<file path="config.mk">
export PLATFORM = sky130hd
export DESIGN_NAME = nrisc_ula_wb_buffer_flat
export DESIGN_NICKNAME = d
export VERILOG_FILES = /design/src/rtl/nrisc_pkg.sv /design/src/rtl/nrisc_ula_wb_buffer_if.sv /design/src/rtl/nrisc_fifo_ctrl.sv /design/src/rtl/nrisc_ula_wb_buffer.sv /design/src/flat_wrapper.sv
export SDC_FILE = /design/constraint.sdc
export NUM_CORES = 1
export LEC_CHECK = 0
export BUFFER_PORTS_ARGS = -buffer_cell sky130_fd_sc_hd__buf_2
export CORE_UTILIZATION = 54
export DETAILED_ROUTE_END_ITERATION = 8
export HOLD_SLACK_MARGIN = 0.12
export PLACE_DENSITY = 0.95
export REMOVE_ABC_BUFFERS = 1
export SKIP_CTS_REPAIR_TIMING = 1
export SYNTH_ARGS = -nofsm -noshare
export SYNTH_HDL_FRONTEND = slang
export SYNTH_HIERARCHICAL = 1
export SYNTH_SLANG_ARGS = --single-unit
</file>
<file path="constraint.sdc">
create_clock -name clk -period 5.9 [get_ports clk]
set_input_delay 0 -clock clk [delete_from_list [all_inputs] [get_ports clk]]
set_output_delay 0 -clock clk [all_outputs]
set_load 0.03 [all_outputs]
</file>
<file path="src/rtl/nrisc_pkg.sv">
// Shared NRISC definitions: datapath defaults, ULA flag layout and ULA_ctrl opcodes.
package nrisc_pkg;

  localparam int unsigned TamDefault     = 16;
  localparam int unsigned RegBitsDefault = 4;
  localparam int unsigned FlagW          = 3;

  // Bit positions inside the 3-bit ULA_flags word.
  localparam int unsigned FlagCarry = 0;
  localparam int unsigned FlagZero  = 1;
  localparam int unsigned FlagNeg   = 2;

  typedef enum logic [2:0] {
    UlaAdd,
    UlaSub,
    UlaAnd,
    UlaOr,
    UlaXor,
    UlaNot,
    UlaShl,
    UlaShr
  } ula_ctrl_e;

  // Occupancy counter width: must represent 0..depth inclusive.
  function automatic int unsigned cnt_width(input int unsigned depth);
    return $clog2(depth) + 1;
  endfunction

endpackage

</file>
<file path="src/rtl/nrisc_ula_wb_buffer_if.sv">
// ULA -> writeback buffer bus: producer side, register-file side, flags and forwarding.
interface nrisc_ula_wb_buffer_if
  import nrisc_pkg::*;
#(
  parameter int unsigned TAM      = TamDefault,
  parameter int unsigned REG_BITS = RegBitsDefault,
  parameter int unsigned DEPTH    = 2
);
  localparam int unsigned CntW = cnt_width(DEPTH);

  logic                in_valid;
  logic                in_ready;
  logic [TAM-1:0]      in_data;
  logic [FlagW-1:0]    in_flags;
  logic                in_flag_we;
  logic [REG_BITS-1:0] in_rd;
  logic                in_rd_we;

  logic                out_valid;
  logic                out_ready;
  logic [TAM-1:0]      out_data;
  logic [REG_BITS-1:0] out_rd;
  logic                out_rd_we;

  logic [FlagW-1:0]    flags_q;
  logic                fwd_valid;
  logic [REG_BITS-1:0] fwd_rd;
  logic [TAM-1:0]      fwd_data;
  logic [CntW-1:0]     count;

  modport slave (
    input  in_valid, in_data, in_flags, in_flag_we, in_rd, in_rd_we, out_ready,
    output in_ready, out_valid, out_data, out_rd, out_rd_we,
    output flags_q, fwd_valid, fwd_rd, fwd_data, count
  );

  modport master (
    output in_valid, in_data, in_flags, in_flag_we, in_rd, in_rd_we, out_ready,
    input  in_ready, out_valid, out_data, out_rd, out_rd_we,
    input  flags_q, fwd_valid, fwd_rd, fwd_data, count
  );

endinterface

</file>
<file path="src/rtl/nrisc_fifo_ctrl.sv">
// In-order buffer bookkeeping: read/write pointers, occupancy, full/empty and flush.
module nrisc_fifo_ctrl
  import nrisc_pkg::*;
#(
  parameter int unsigned DEPTH = 2,
  localparam int unsigned PtrW = $clog2(DEPTH),
  localparam int unsigned CntW = cnt_width(DEPTH)
) (
  input  logic            clk,
  input  logic            rst,
  input  logic            flush_i,
  input  logic            push_req_i,
  input  logic            pop_req_i,
  output logic            push_o,
  output logic            pop_o,
  output logic            full_o,
  output logic            empty_o,
  output logic [PtrW-1:0] wr_ptr_o,
  output logic [PtrW-1:0] rd_ptr_o,
  output logic [CntW-1:0] count_o
);

  localparam logic [CntW-1:0] DepthCnt = CntW'(DEPTH);

  logic [PtrW-1:0] wr_ptr_q, wr_ptr_d;
  logic [PtrW-1:0] rd_ptr_q, rd_ptr_d;
  logic [CntW-1:0] count_q, count_d;

  // Full/empty come from registered state only, so in_ready never sees out_ready.
  assign full_o  = (count_q == DepthCnt);
  assign empty_o = (count_q == '0);
  assign push_o  = push_req_i & ~full_o & ~flush_i;
  assign pop_o   = pop_req_i & ~empty_o & ~flush_i;

  always_comb begin
    wr_ptr_d = wr_ptr_q;
    rd_ptr_d = rd_ptr_q;
    count_d  = count_q;
    if (flush_i) begin
      wr_ptr_d = '0;
      rd_ptr_d = '0;
      count_d  = '0;
    end else begin
      if (push_o) wr_ptr_d = wr_ptr_q + PtrW'(1);
      if (pop_o)  rd_ptr_d = rd_ptr_q + PtrW'(1);
      unique case ({push_o, pop_o})
        2'b10:   count_d = count_q + CntW'(1);
        2'b01:   count_d = count_q - CntW'(1);
        default: count_d = count_q;
      endcase
    end
  end

  always_ff @(posedge clk or negedge rst) begin
    if (!rst) begin
      wr_ptr_q <= '0;
      rd_ptr_q <= '0;
      count_q  <= '0;
    end else begin
      wr_ptr_q <= wr_ptr_d;
      rd_ptr_q <= rd_ptr_d;
      count_q  <= count_d;
    end
  end

  assign wr_ptr_o = wr_ptr_q;
  assign rd_ptr_o = rd_ptr_q;
  assign count_o  = count_q;

endmodule

</file>
<file path="src/rtl/nrisc_ula_wb_buffer.sv">
// Execute->writeback buffer behind NRISC_ULA: in-order result storage, flag commit and
// forwarding of the youngest pending result.
module nrisc_ula_wb_buffer
  import nrisc_pkg::*;
#(
  parameter int unsigned TAM      = TamDefault,
  parameter int unsigned REG_BITS = RegBitsDefault,
  parameter int unsigned DEPTH    = 2
) (
  input  logic                  clk,
  input  logic                  rst,
  input  logic                  flush,
  nrisc_ula_wb_buffer_if.slave  bus
);

  localparam int unsigned PtrW = $clog2(DEPTH);
  localparam int unsigned CntW = cnt_width(DEPTH);

  logic            push, pop, full, empty;
  logic [PtrW-1:0] wr_ptr, rd_ptr, young_ptr;
  logic [CntW-1:0] count;

  nrisc_fifo_ctrl #(
    .DEPTH (DEPTH)
  ) u_fifo_ctrl (
    .clk        (clk),
    .rst        (rst),
    .flush_i    (flush),
    .push_req_i (bus.in_valid),
    .pop_req_i  (bus.out_ready),
    .push_o     (push),
    .pop_o      (pop),
    .full_o     (full),
    .empty_o    (empty),
    .wr_ptr_o   (wr_ptr),
    .rd_ptr_o   (rd_ptr),
    .count_o    (count)
  );

  // Entry storage is intentionally left unreset; occupancy alone defines validity.
  logic [TAM-1:0]      data_q    [DEPTH];
  logic [REG_BITS-1:0] rd_q      [DEPTH];
  logic                rd_we_q   [DEPTH];
  logic [FlagW-1:0]    flags_mem_q [DEPTH];
  logic                flag_we_q [DEPTH];

  always_ff @(posedge clk) begin
    if (push) begin
      data_q[wr_ptr]      <= bus.in_data;
      rd_q[wr_ptr]        <= bus.in_rd;
      rd_we_q[wr_ptr]     <= bus.in_rd_we;
      flags_mem_q[wr_ptr] <= bus.in_flags;
      flag_we_q[wr_ptr]   <= bus.in_flag_we;
    end
  end

  logic [FlagW-1:0] arch_flags_q, arch_flags_d;

  always_comb begin
    arch_flags_d = arch_flags_q;
    if (pop && flag_we_q[rd_ptr]) arch_flags_d = flags_mem_q[rd_ptr];
  end

  always_ff @(posedge clk or negedge rst) begin
    if (!rst) arch_flags_q <= '0;
    else      arch_flags_q <= arch_flags_d;
  end

  assign young_ptr = wr_ptr - PtrW'(1);

  assign bus.in_ready  = ~full;
  assign bus.out_valid = ~empty;
  assign bus.out_data  = data_q[rd_ptr];
  assign bus.out_rd    = rd_q[rd_ptr];
  assign bus.out_rd_we = rd_we_q[rd_ptr];
  assign bus.flags_q   = arch_flags_q;
  assign bus.fwd_valid = ~empty & rd_we_q[young_ptr];
  assign bus.fwd_rd    = rd_q[young_ptr];
  assign bus.fwd_data  = data_q[young_ptr];
  assign bus.count     = count;

endmodule
</file>
<file path="src/flat_wrapper.sv">
// flat-port wrapper written by rule: the top's interface ports become plain ports
module nrisc_ula_wb_buffer_flat import nrisc_pkg::*;
#(
  parameter int unsigned TAM      = TamDefault,
  parameter int unsigned REG_BITS = RegBitsDefault,
  parameter int unsigned DEPTH    = 2
)
  (clk, rst, flush, bus_in_valid, bus_in_data, bus_in_flags, bus_in_flag_we, bus_in_rd, bus_in_rd_we, bus_out_ready, bus_in_ready, bus_out_valid, bus_out_data, bus_out_rd, bus_out_rd_we, bus_flags_q, bus_fwd_valid, bus_fwd_rd, bus_fwd_data, bus_count);
  nrisc_ula_wb_buffer_if #(.TAM(TAM), .REG_BITS(REG_BITS), .DEPTH(DEPTH)) bus_i ();
  input  logic clk;
  input  logic rst;
  input  logic flush;
  input wire logic [$bits(bus_i.in_valid)-1:0] bus_in_valid;
  input wire logic [$bits(bus_i.in_data)-1:0] bus_in_data;
  input wire logic [$bits(bus_i.in_flags)-1:0] bus_in_flags;
  input wire logic [$bits(bus_i.in_flag_we)-1:0] bus_in_flag_we;
  input wire logic [$bits(bus_i.in_rd)-1:0] bus_in_rd;
  input wire logic [$bits(bus_i.in_rd_we)-1:0] bus_in_rd_we;
  input wire logic [$bits(bus_i.out_ready)-1:0] bus_out_ready;
  output wire logic [$bits(bus_i.in_ready)-1:0] bus_in_ready;
  output wire logic [$bits(bus_i.out_valid)-1:0] bus_out_valid;
  output wire logic [$bits(bus_i.out_data)-1:0] bus_out_data;
  output wire logic [$bits(bus_i.out_rd)-1:0] bus_out_rd;
  output wire logic [$bits(bus_i.out_rd_we)-1:0] bus_out_rd_we;
  output wire logic [$bits(bus_i.flags_q)-1:0] bus_flags_q;
  output wire logic [$bits(bus_i.fwd_valid)-1:0] bus_fwd_valid;
  output wire logic [$bits(bus_i.fwd_rd)-1:0] bus_fwd_rd;
  output wire logic [$bits(bus_i.fwd_data)-1:0] bus_fwd_data;
  output wire logic [$bits(bus_i.count)-1:0] bus_count;
  assign bus_i.in_valid = bus_in_valid;
  assign bus_i.in_data = bus_in_data;
  assign bus_i.in_flags = bus_in_flags;
  assign bus_i.in_flag_we = bus_in_flag_we;
  assign bus_i.in_rd = bus_in_rd;
  assign bus_i.in_rd_we = bus_in_rd_we;
  assign bus_i.out_ready = bus_out_ready;
  assign bus_in_ready = bus_i.in_ready;
  assign bus_out_valid = bus_i.out_valid;
  assign bus_out_data = bus_i.out_data;
  assign bus_out_rd = bus_i.out_rd;
  assign bus_out_rd_we = bus_i.out_rd_we;
  assign bus_flags_q = bus_i.flags_q;
  assign bus_fwd_valid = bus_i.fwd_valid;
  assign bus_fwd_rd = bus_i.fwd_rd;
  assign bus_fwd_data = bus_i.fwd_data;
  assign bus_count = bus_i.count;
  nrisc_ula_wb_buffer #(.TAM(TAM), .REG_BITS(REG_BITS), .DEPTH(DEPTH)) u_core (.clk(clk), .rst(rst), .flush(flush), .bus(bus_i));
endmodule
</file>
### Yosys cells after proc, flatten, opt, wreduce, memory -nomap -nowiden

Memories as Yosys holds them, arrays and structs flattened. A register that Yosys moved wholly into a read port is not among the register bits.
Cells that the tools add are included.

| storage, ports and cells | value |
|---|---|
| register bits | 4 |
| memories | 5 |
| bits in writable memories | 50 |
| logic and storage cells | 38 |
| output and inout port bits | 49 |

Memory list:

| memory | words | width | rd ports | clocked after memory_dff | wr ports | RTL line | text |
|---|---|---|---|---|---|---|---|
| u_core.data_q | 2 | 16 | 2 | 0 | 1 | nrisc_ula_wb_buffer.sv:41 | `logic [TAM-1:0] data_q [DEPTH];` |
| u_core.rd_q | 2 | 4 | 2 | 0 | 1 | nrisc_ula_wb_buffer.sv:42 | `logic [REG_BITS-1:0] rd_q [DEPTH];` |
| u_core.flags_mem_q | 2 | 3 | 1 | 1 | 1 | nrisc_ula_wb_buffer.sv:44 | `logic [FlagW-1:0] flags_mem_q [DEPTH];` |
| u_core.flag_we_q | 2 | 1 | 1 | 0 | 1 | nrisc_ula_wb_buffer.sv:45 | `logic flag_we_q [DEPTH];` |
| u_core.rd_we_q | 2 | 1 | 2 | 0 | 1 | nrisc_ula_wb_buffer.sv:43 | `logic rd_we_q [DEPTH];` |

| cells by class | value |
|---|---|
| reduce and logical (&&, ||, !) cells | 6 |
| bitwise gates (word level) | 8 |
| mux-type cells | 8 |
| add/subtract/negate cells | 5 |
| eq/ne operators | 3 |

Operators with widths:

| operator | count |
|---|---|
| two-way mux 1 bit | 6 |
| AND 1 bit | 5 |
| == test 2 bit, second input constant | 2 |
| one-hot mux 2 bit (2 select lines) | 1 |
| nonzero test 2 bit | 2 |
| NOT 1 bit | 3 |
| nonzero test 3 bit | 1 |
| adder 1 bit, second input constant | 2 |
| adder 2 x 1 -> 2 bit, second input constant | 1 |
| == test 2 x 1 -> 1 bit, second input constant | 1 |
| zero test 2 bit | 1 |
| two-way mux 2 bit | 1 |
| subtractor 2 x 1 -> 2 bit, second input constant | 1 |
| logical AND 1 bit | 1 |
| zero test 1 bit | 1 |
| subtractor 1 bit, second input constant | 1 |

### Longest topological paths before layout

| logic depth | value |
|---|---|
| depth after elaboration | 7 |
| depth in mapped cells | 4 |
| gate-level depth less buffers | 4 |

### Modules after synthesis

The synthesis kept the hierarchy.

By module, submodules not included:

| module | sequential area each (um^2) | instances | area each (um^2) | cells an instance |
|---|---|---|---|---|
| nrisc_ula_wb_buffer | 1576.5 | 1 | 2195.9 | 115 |
| nrisc_fifo_ctrl | 100.1 | 1 | 210.2 | 24 |

### Least setup slack after synthesis

No wires, ideal clock.

| path | value |
|---|---|
| path type | reg-to-reg |
| start point | reg u_core.u_fifo_ctrl.count_q[1], in the netlist u_core/u_fifo_ctrl/count_o[1] |
| end point | mem u_core/data_q[0][0] (netlist name) (enable) |
| data arrival time | 2078 ps |
| required time | 5490 ps |
| clock period less this slack | 2487 ps |
| stages on the path, launching flop included | 4 |
| path buffers | 0 |
| setup slack | 3413 ps |
| library setup time | 410 ps |
| cells stage by stage | dfrtp_1 -> nor2b_1 -> nor3_1 -> nor2b_1 |

| between the ends | value |
|---|---|
| cells in the longest elaborated chain, start to end | 6 |

Ends and longest elaborated chain:

| item | RTL line | text |
|---|---|---|
| from (decl) | nrisc_fifo_ctrl.sv:27 | `logic [CntW-1:0] count_q, count_d;` |
| from (signal assigned) | nrisc_fifo_ctrl.sv:62 | `count_q <= count_d;` |
| == test 2 bit | nrisc_fifo_ctrl.sv:30 | `assign full_o = (count_q == DepthCnt);` |
| net u_core.full | nrisc_ula_wb_buffer.sv:19 | `logic push, pop, full, empty;` |
| NOT 1 bit | nrisc_fifo_ctrl.sv:32 | `assign push_o = push_req_i & ~full_o & ~flush_i;` |
| AND 1 bit (2 in a row) | nrisc_fifo_ctrl.sv:32 |  |
| net u_core.push | nrisc_ula_wb_buffer.sv:19 |  |
| two-way mux 1 bit | nrisc_ula_wb_buffer.sv:48 | `if (push) begin` |
| two-way mux 1 bit (implied by the code) | nrisc_ula_wb_buffer.sv:49 | `data_q[wr_ptr] <= bus.in_data;` |
| to (decl) | nrisc_ula_wb_buffer.sv:41 |  |

The timed path passes the listed nets, and every way through them passes these cells.

### Worst setup path after layout

| path | value |
|---|---|
| start point | reg u_core.u_fifo_ctrl.wr_ptr_q, in the netlist u_core/u_fifo_ctrl/wr_ptr_o |
| end point | mem u_core.flags_mem_q[1][1] (enable) |

RTL lines:

| item | RTL line | text |
|---|---|---|
| from (decl) | nrisc_fifo_ctrl.sv:25 | `logic [PtrW-1:0] wr_ptr_q, wr_ptr_d;` |
| from (signal assigned) | nrisc_fifo_ctrl.sv:60 | `wr_ptr_q <= wr_ptr_d;` |
| to (decl) | nrisc_ula_wb_buffer.sv:44 |  |

Straight into the memory's write port.

==> metrics.md <==
| Metric | Value |
|---|---|
| Chip Width | `68.8 um` |
| Maximum VDD drop | `0.000230 V` |
| Clk root buf | `clkbuf_8` |
| Worst skew pair latency | `between 0.3 and 0.4 ns` |
| FF-to-FF End | `u_core/flags_mem_q[1][1]` |
| GR Overflow Total | `0` |
| Layout area overhead | `40.1%` |
| Synth area leader | `edfxtp_1` |
| Die height | `68.8 um` |
| Synth warn | `6` |
| First-pass DRT Iterations | `4` |
| Max Root-Sink Buffers | `2` |
| Hold Path Class | `input pin to flip-flop` |
| Initial Util | `between 50 and 60%` |
| H-tree depth | `3` |
| Crit path time final | `2.49 ns` |
| Post-Syn Area | `2410 sq um` |
| Power density over the cells | `roughly 330 nW/um^2` |
| Sw Pwr | `between 200 and 300 uW` |
| TritonCTS Buffers | `9` |
| IO Port Bufs | `78` |
| Xor and xnor area share after synthesis | `less than 1%` |
| Vias/cell | `5.66` |
| Drc violations | `0` |
| Post-synthesis compound-gate area fraction | `3.02%` |
| Clock slew seen by the registers of the worst setup and hold paths | `0.07 ns` |
| Status | `finished, final reports clean` |
| CP max-delay cell | `dfrtp_1` |
| Max FO, Critical Path | `25` |
| Fmax | `between 400 and 500 MHz` |
| Setup TNS | `0 ns` |
| Average wire per standard cell | `21.5 um` |
| Worst hold path depth | `2` |
| Hold wc startpoint | `bus_in_rd_we` |
| CP Capture Type | `flip-flop` |
| Sequential area share after synthesis | `between 60% and 70%` |
| Sw frac | `26.3%` |
| Vias after detailed routing | `1761` |
| Distinct cells, synth | `23` |
| Antenna violations before repair | `1` |
| Max-Cap Viols | `0` |
| Routability cong. | `0.704` |
| Hold Fails Final Rpt | `0` |
| Portion of netlist area occupied by mux cells | `21.5%` |
| Internal | `just over 800 uW` |
| WS Path Type | `flip-flop to flip-flop` |
| Synth top area share | `62.4%` |
| CTS tree | `yes` |
| R2r startpoint | `u_core/u_fifo_ctrl/wr_ptr_o` |
| Top cells by count, synth | `50 x edfxtp_1, 41 x mux2_2, 7 x dfrtp_1` |
| Tightest Pin Transition | `1.17 ns` |
| Slew Limit Headroom | `22.3%` |
| Worst R2R Setup Slack | `around 3.4 ns` |
| Largest net degree at the start of global routing | `27` |
| CP required | `roughly 5.8 ns` |
| Post-Synth Simple-Gate Area | `3.12%` |
| Final ANT Viol Nets | `0` |
| Top cells by area, synth | `edfxtp_1 62%, mux2_2 19%, dfrtp_1 7.3%` |
| Critical path arrival | `2.43 ns` |
| Primary FF master, synth | `edfxtp_1` |
| Net count reported at finish | `285` |
| Final WL | `6700 um` |
| Total core area | `4140 sq um` |
| Post-DP HPWL | `3000 um` |
| CP Launch Type | `flip-flop` |
| Hold endpoint | `u_core/rd_we_q[1]` |
| Delay-heaviest family, CP | `flip-flops` |
| Mapped Cells | `139` |
| Final slew viol count | `0` |
| Reg2Reg Depth | `1` |
| Clk pwr share | `40.2%` |
| Skew final | `roughly 0.0062 ns` |
| CTS sink count | `57` |
| Setup violators final | `0` |
| Pwr Total | `1100 uW` |
| Die area | `4730 sq um` |
| First-pass GRT wire length | `7560 um` |
| Ratio of final minimum period to clock period | `42.2%` |
| RSZ-0062 raised after global routing | `false` |
| Flops & latches, synth | `57` |
| Pleak | `0.00133 uW` |
| Most common cell in the synthesized netlist | `edfxtp_1` |
| Site Rows | `23` |
| Adder-cell share of the synthesized area | `0%` |
| Share of power burned in registers | `44.0%` |
| Post-synth EDFFs | `50` |
| Max incr delay on CP | `1.05 ns` |
| Top Ports | `79` |
| Largest family of logic cells by synthesized area | `multiplexers` |
| Total GRT Usage | `24.0%` |
| Vias in the first global route | `about 1500` |
| CP Buf/Inv Count | `0` |
| Share of layout cells above drive strength 1 | `52.7%` |
| Cells along the critical path | `and2_1` |
| Async SR Flop Fraction | `12.3%` |
| Initial DRC count | `147` |
| Logic pwr share | `15.8%` |
| Post-Syn Area per Cell | `17.3 sq um` |
==> cells in the final DEF (no fill, tap or decap), types with 4 or more instances in the layout <==
master and instances:
dlygate4sd3_1 31, mux2i_1 4, mux2_2 41, clkbuf_8 9, a31oi_1 4, nor2_1 5
a21oi_1 5, buf_2 78, edfxtp_1 50, dfrtp_1 7
==> layout make-up <==
cell class                      count  area (sq um)
Timing Repair Buffer              110           708
Multi-Input combinational cell     74           676
Clock inverter                      6           106
Sequential cell                    57          1680
Inverter                            3          11.3
Antenna cell                        1          2.50
Fill cell                         200           773
Clock buffer                       10           128
Tap cell                           50          62.6
==> registers in the layout, summed over array words and instances (netlist names) <==
name	count
u_core/u_fifo_ctrl/rd_ptr_o	1
u_core/rd_q	8
u_core/flag_we_q	2
u_core/bus.flags_q	3
u_core/data_q	32
u_core/u_fifo_ctrl/wr_ptr_o	1
u_core/u_fifo_ctrl/count_o	2
u_core/rd_we_q	2
u_core/flags_mem_q	6
==> power by group through the flow <==
stage               Sequential, uW  Clock (uW)  Combinational (uW)
floorplan                      499           0                89.2
global placement               488           0                 148
detailed placement             490           0                 151
CTS                            482         437                 153
global route                   485         457                 182
finish                         483         441                 174
==> worst max path at each step <==
stage / from / to / slack [ns] / cells after the start
floorplan: u_core/u_fifo_ctrl/count_o[1] / u_core/data_q[0][0] / 3.41 / 3
global placement: u_core/u_fifo_ctrl/wr_ptr_o / u_core/data_q[1][11] / 3.50 / 1
detailed placement: u_core/u_fifo_ctrl/wr_ptr_o / u_core/data_q[1][1] / 3.47 / 1
CTS: u_core/u_fifo_ctrl/wr_ptr_o / u_core/flags_mem_q[1][1] / 3.43 / 1
global route: u_core/u_fifo_ctrl/wr_ptr_o / u_core/flags_mem_q[1][1] / 3.30 / 1
finish: u_core/u_fifo_ctrl/wr_ptr_o / u_core/flags_mem_q[1][1] / 3.41 / 1
==> layer usage <==
layer	vias up	global-route usage, %	part of all wire, %
li1	778	-	-
met1	867	27.1	38
met2	104	39.7	53
met3	12	8.88	7.8
met4	0	12.5	1.9
met5	-	0	0
==> stage by stage <==
| step | setup WS, ns | std cells | hold slack [ns] | util [%] | area (sq um) |
|---|---|---|---|---|---|
| final | 3.41 | 311 | 0.405 | 81.3 | 3370 |
| after global routing | 3.30 | 310 | 0.400 | 81.3 | 3370 |
| after CTS | 3.43 | 279 | -0.513 | 73.8 | 3060 |
| after detailed placement | 3.47 | 263 | -0.160 | 68.1 | 2820 |
| after global placement | 3.50 | 263 | -0.167 | 68.1 | 2820 |
| after floorplan | 3.41 | 134 | -0.296 | - | 2360 |
==> kinds of logic (layout without fill, tap and decap cells) <==
group	after synthesis	count (layout)
AO/OA/AOI/OAI	13	13
flip-flops	57	57
XOR/XNOR	1	1
buffers and inverters	8	129
AND/OR/NAND/NOR	14	14
multiplexers	46	46
other	0	1
No activity file was read; power rests on OpenSTA's default activity.
